**src/rtl/trace_monitor.sv**
```systemverilog
// Retire-event trace monitor: packs each active RUN cycle into a timestamped
// record and buffers it in a FIFO that a consumer drains over valid/ready.
module trace_monitor #(
    parameter int DATA_W     = 16,
    parameter int ADDR_W     = 16,
    parameter int REG_W      = 4,
    parameter int DEPTH      = 16,
    parameter int CYC_W      = 24,
    parameter int MAX_CYCLES = 100000
) (
    input  logic                                        clk,
    input  logic                                        rst,
    input  logic                                        en,
    input  logic                                        reg_we,
    input  logic [REG_W-1:0]                            reg_sel,
    input  logic [DATA_W-1:0]                           reg_data,
    input  logic                                        mem_rd,
    input  logic                                        mem_wr,
    input  logic [ADDR_W-1:0]                           mem_addr,
    input  logic [DATA_W-1:0]                           mem_wdata,
    input  logic [DATA_W-1:0]                           mem_rdata,
    input  logic                                        halt,
    output logic                                        rec_valid,
    input  logic                                        rec_ready,
    output logic [CYC_W+5+REG_W+ADDR_W+2*DATA_W-1:0]    rec_data,
    output logic [CYC_W-1:0]                            cycle_count,
    output logic [CYC_W-1:0]                            inst_count,
    output logic [7:0]                                  drop_count,
    output logic                                        overflow,
    output logic                                        timeout,
    output logic                                        done
);

    localparam int REC_W = CYC_W + 5 + REG_W + ADDR_W + 2 * DATA_W;
    localparam int PTR_W = (DEPTH > 1) ? $clog2(DEPTH) : 1;
    localparam int CNT_W = PTR_W + 1;
    localparam logic [CYC_W-1:0] CYC_LIMIT = CYC_W'(MAX_CYCLES);
    localparam logic [CNT_W-1:0] FULL_CNT  = CNT_W'(DEPTH);

    typedef enum logic [1:0] {
        ST_IDLE,
        ST_RUN,
        ST_HALTED,
        ST_TIMEOUT
    } state_t;

    state_t             state_q, state_d;
    logic [CYC_W-1:0]   cycle_q, cycle_d;
    logic [CYC_W-1:0]   inst_q, inst_d;
    logic [7:0]         drop_q, drop_d;
    logic               overflow_q, overflow_d;
    logic               timeout_q, timeout_d;
    logic               done_q, done_d;
    logic [PTR_W-1:0]   wr_ptr_q, wr_ptr_d;
    logic [PTR_W-1:0]   rd_ptr_q, rd_ptr_d;
    logic [CNT_W-1:0]   occ_q, occ_d;
    logic [REC_W-1:0]   fifo_mem_q [DEPTH];

    logic               running;
    logic               active;
    logic               err;
    logic [DATA_W-1:0]  mem_data;
    logic [REC_W-1:0]   rec_word;
    logic               full;
    logic               pop;
    logic               push_ok;
    logic               drop;

    // Record assembly; fields belonging to flags that are not set are zeroed.
    always_comb begin
        running  = (state_q == ST_RUN);
        active   = running && (reg_we || mem_rd || mem_wr || halt);
        err      = mem_rd && mem_wr;
        mem_data = '0;
        if (mem_wr) begin
            mem_data = mem_wdata;
        end else if (mem_rd) begin
            mem_data = mem_rdata;
        end
        rec_word = {cycle_q,
                    err, halt, mem_wr, mem_rd, reg_we,
                    reg_we ? reg_sel : {REG_W{1'b0}},
                    reg_we ? reg_data : {DATA_W{1'b0}},
                    (mem_rd || mem_wr) ? mem_addr : {ADDR_W{1'b0}},
                    mem_data};
    end

    always_comb begin
        state_d   = state_q;
        cycle_d   = cycle_q;
        inst_d    = inst_q;
        timeout_d = timeout_q;
        done_d    = (state_q == ST_HALTED) || (state_q == ST_TIMEOUT);
        case (state_q)
            ST_IDLE: begin
                if (en) begin
                    state_d = ST_RUN;
                end
            end
            ST_RUN: begin
                cycle_d = cycle_q + CYC_W'(1);
                if (halt || reg_we || mem_wr) begin
                    inst_d = inst_q + CYC_W'(1);
                end
                // halt wins over the watchdog when both land on the same edge
                if (halt) begin
                    state_d = ST_HALTED;
                end else if (cycle_d == CYC_LIMIT) begin
                    state_d   = ST_TIMEOUT;
                    timeout_d = 1'b1;
                end
            end
            ST_HALTED:  state_d = ST_HALTED;
            ST_TIMEOUT: state_d = ST_TIMEOUT;
            default:    state_d = ST_IDLE;
        endcase
    end

    // A push into a full FIFO still succeeds when the head leaves on the same edge.
    always_comb begin
        rec_valid  = (occ_q != '0);
        full       = (occ_q == FULL_CNT);
        pop        = rec_valid && rec_ready;
        push_ok    = active && (!full || pop);
        drop       = active && full && !pop;
        wr_ptr_d   = wr_ptr_q;
        rd_ptr_d   = rd_ptr_q;
        occ_d      = occ_q;
        drop_d     = drop_q;
        overflow_d = overflow_q || drop;
        if (push_ok) begin
            wr_ptr_d = wr_ptr_q + PTR_W'(1);
        end
        if (pop) begin
            rd_ptr_d = rd_ptr_q + PTR_W'(1);
        end
        case ({push_ok, pop})
            2'b10:   occ_d = occ_q + CNT_W'(1);
            2'b01:   occ_d = occ_q - CNT_W'(1);
            default: occ_d = occ_q;
        endcase
        if (drop && (drop_q != 8'hFF)) begin
            drop_d = drop_q + 8'd1;
        end
    end

    always_ff @(posedge clk) begin
        if (rst) begin
            state_q    <= ST_IDLE;
            cycle_q    <= '0;
            inst_q     <= '0;
            drop_q     <= '0;
            overflow_q <= 1'b0;
            timeout_q  <= 1'b0;
            done_q     <= 1'b0;
            wr_ptr_q   <= '0;
            rd_ptr_q   <= '0;
            occ_q      <= '0;
        end else begin
            state_q    <= state_d;
            cycle_q    <= cycle_d;
            inst_q     <= inst_d;
            drop_q     <= drop_d;
            overflow_q <= overflow_d;
            timeout_q  <= timeout_d;
            done_q     <= done_d;
            wr_ptr_q   <= wr_ptr_d;
            rd_ptr_q   <= rd_ptr_d;
            occ_q      <= occ_d;
        end
    end

    always_ff @(posedge clk) begin
        if (!rst && push_ok) begin
            fifo_mem_q[wr_ptr_q] <= rec_word;
        end
    end

    assign rec_data    = rec_valid ? fifo_mem_q[rd_ptr_q] : '0;
    assign cycle_count = cycle_q;
    assign inst_count  = inst_q;
    assign drop_count  = drop_q;
    assign overflow    = overflow_q;
    assign timeout     = timeout_q;
    assign done        = done_q;

endmodule
```
**config.mk**
```make
export PLATFORM = sky130hd
export DESIGN_NAME = trace_monitor
export DESIGN_NICKNAME = d
export VERILOG_FILES = /design/src/rtl/trace_monitor.sv
export SDC_FILE = /design/constraint.sdc
export NUM_CORES = 1
export LEC_CHECK = 0
export ABC_AREA = 1
export CAP_MARGIN = 0
export CORE_ASPECT_RATIO = 0.9
export CORE_MARGIN = 2
export CORE_UTILIZATION = 35
export DETAILED_ROUTE_END_ITERATION = 8
export PLACE_DENSITY = 0.57
export SKIP_LAST_GASP = 1
export SYNTH_ARGS = -nofsm -noshare
export SYNTH_HDL_FRONTEND = slang
export SYNTH_SLANG_ARGS = --single-unit
export TNS_END_PERCENT = 1
```
**constraint.sdc**
```tcl
create_clock -name clk -period 14.49 [get_ports clk]
set_input_delay 4.347 -clock clk [delete_from_list [all_inputs] [get_ports clk]]
set_output_delay 4.347 -clock clk [all_outputs]
set_load 0.05 [all_outputs]
```
==> out/results.tsv <==
stage	metric	value	unit
floorplanning	total core area	0.155	mm^2
yosys	sequential area share after synthesis	0.739	
clock_tree	TritonCTS clock tree	done	
clock_tree	Root Driver	clkbuf_16	
route	Vias	35200	
critical_path	worst reg2reg path depth	8	
critical_path	Worst EP required	10140	ps
yosys	YS warnings	0	
sta	worst-margin pin slew	1250	ps
yosys	Synth Area in Compound Gates	0.138	
final_layout	share of layout cells above drive strength 1	0.0728	
critical_path	CP Launch Type	register	
sta	Final Hold Fails	0	
critical_path	endpoint type of the worst setup path	output port	
final_layout	# fillers	14300	
sta	minimum clock period	10510	ps
route	Starting DRT DRC Count	3594	
yosys	Post-Synth XOR/XNOR Area	0.00208	
route	Post-DRT Antenna Nets	0	
sta	RSZ-0062 raised after global routing	false	
critical_path	Crit-path slowest cell	buf_4	
floorplanning	Die Wd	421	um
yosys	synthesized area	0.0548	mm^2
place	Placed Cells	6251	
clock_tree	clock transition at the registers of the reported paths	60	ps
power_and_ir_drop	Power Density	179	mW/mm^2
sta	final setup TNS	0	ps
place	gp weighted congestion	0.759	
clock_tree	CTS Buffer Depth	3	
critical_path	Setup CP Type	register to output port	
yosys	number of distinct library cells after synthesis	47	
route	DR WL/cell	23.8	um
grt	initial antenna violation count	2	
grt	largest net degree at the start of global routing	278	
clock_tree	post-cts sizing count	0	
floorplanning	starting density of the core	0.353	
yosys	EDFF count, synth	1296	
place	hpwl dp	74500	um
worst_hold_path	WHS Path Cells	2	
sta	post-route clock period utilization	0.725	
clock_tree	later-pin clock latency in the skew report	790	ps
final_layout	Final Non-Filler Cells	6512	
sta	Max-slew headroom	0.165	
critical_path	Crit path buffers/inverters	4	
yosys	multiplexer area fraction after synthesis	0	
power_and_ir_drop	PnR Total Power	11.3	mW
yosys	post-synthesis instance total	4207	
grt	grt ovf	0	
yosys	main combinational cell family by area after synthesis	compound AO/OA/AOI/OAI gates	
clock_tree	setup bufs post-CTS	0	
clock_tree	H-tree Lvls	4	
yosys	Yosys reg bits	1374	
route	DR vias/cell	5.41	
critical_path	CP Cell Sequence	buf_4 -> buf_4 -> buf_4 -> o21ai_0 -> o221ai_1 -> o211ai_1 -> a21oi_1 -> clkdlybuf4s50_1	
worst_hold_path	HP Class	register to register	
clock_tree	clk sinks	1374	
status	status	finished, final reports clean	
yosys	Syn Area/Cell	13.0	um^2
clock_tree	CTS Buf Count	149	
power_and_ir_drop	Lkg Pwr	20.0	nW
floorplanning	Core Rows	137	
sta	Peak Freq	95.1	MHz
route	TritonRoute pass-1 iters	5	
yosys	commonest register cell after synthesis	edfxtp_1	
floorplanning	Die Area	0.160	mm^2
critical_path	Worst EP arrival	6170	ps
yosys	Post-Synth Simple-Gate Area	0.0819	
flow_run	Max Cap Viol	0	
critical_path	crit-path leading delay family	buffers and inverters	
final_layout	Syn-to-layout area delta	15.7	%
sta	max-slew violations	0	
clock_tree	hold-fix buffer count after cts	0	
critical_path	Worst path depth	8	
grt	number of global-route vias before repair	33800	
route	final WL	155000	um
floorplanning	I/O pin cnt	217	
yosys	Post-synth ARST share	0	
grt	global-route wire length before repair	225000	um
critical_path	Worst path most repeated cell	buf_4	
critical_path	maximum fanout along the worst path	110	
place	port bufs	216	
yosys	area share of fa/ha/maj cells after synthesis	0.00288	
floorplanning	die span in y	379	um
power_and_ir_drop	maximum vdd drop	0.133	mV
grt	gr usage total	0.188	
final_layout	# nets final	4405	
critical_path	slowest stage delay, CP	940	ps
yosys	syn_nets	4295	
route	DRC errors left	0	
sta	clk_skew	29.5	ps
sta	Finish-stage setup viols	0	
## worst paths after layout
check | start | slack (ps) | end
worst max register to register | state_q[0] | 10140 | fifo_mem_q[14][33]
worst max-delay path | register | 3980 | rec_data[35]
worst min-delay path | timeout | 460 | timeout
worst min register to register | timeout | 460 | timeout
## cell type report
cell class                 count  area [um^2]  area share
antenna                        1         2.50   0.0000395
clock buffer                 192         3990      0.0629
clock inverter                68          638      0.0101
inverter                     135          539     0.00851
multi-input combinational   2380        12500       0.197
sequential                  1374        40500       0.639
tap                         2085         2610      0.0412
timing repair buffer         277         2650      0.0418
## stage by stage
stage / utilization / setup WS, ps / area, um^2 / hold WS (ps)
2_1_floorplan: - / 5480 / 54800 / 436
3_3_place_gp: 0.379 / 4900 / 58700 / 440
3_5_place_dp: 0.379 / 4790 / 58700 / 450
4_1_cts: 0.408 / 3960 / 63400 / 460
5_1_grt: 0.408 / 3570 / 63400 / 484
6_report: 0.408 / 3980 / 63400 / 457
## cells in the mapped netlist (all sizes together) (78+ instances only)
| library cell | number | area, um^2 |
|---|---|---|
| nor2 | 757 | 2920 |
| clkbuf | 202 | 758 |
| nand2 | 179 | 697 |
| inv | 132 | 498 |
| o21ai | 691 | 3460 |
| edfxtp | 1296 | 38900 |
| nand3 | 118 | 606 |
| o211ai | 103 | 773 |
| dfxtp | 78 | 1560 |
| buf | 116 | 671 |
| o22ai | 97 | 607 |
| a21oi | 132 | 672 |
| o221ai | 227 | 1990 |
## power breakdown
| part | internal (mW) | switching [mW] | total (mW) | leakage, nW |
|---|---|---|---|---|
| registers | 4.43 | 0.0965 | 4.53 | 12.4 |
| logic | 0.855 | 2.34 | 3.19 | 5.36 |
| clock network | 2.06 | 1.56 | 3.62 | 2.24 |
## logic make-up after synthesis
family,count (synthesis)
AOI/OAI and AO/OA,1261
adders and majority gates,12
buffers and inverters,453
xor gates and xnor gates,13
DFF,1374
and+or+nand+nor,1094
## tightest hold or removal path, cell delays in order (launching register included)
cell     delay, ps
dfxtp_1        310
inv_1           50
a21oi_1         50
## flip-flops by register name, summed over array words and instances, names as in the netlist, named ones only
register / count
drop_count: 8
wr_ptr_q: 4
overflow: 1
cycle_count: 24
done: 1
state_q: 2
timeout: 1
rd_ptr_q: 4
fifo_mem_q: 1296
inst_count: 24
occ_q: 5
## metal layers
metal	GRT usage	up-vias	routed length [um]
met1	0.259	17800	68800
met4	0.0466	2	3130
met2	0.301	1226	71800
met3	0.0419	188	10900
met5	0	-	13
li1	-	16000	-
## cells in the final DEF, fill, tap and decap left out, types with 115 or more instances in the layout
master	Yosys	final
nor2_1	742	726
edfxtp_1	1296	1296
o21ai_0	668	668
a21oi_1	131	131
inv_1	126	126
nand3_1	115	115
clkdlybuf4s50_1	0	214
nand2_1	173	173
clkbuf_16	0	153
o221ai_1	227	227
Note: power is estimated with default switching activity, not from simulation.
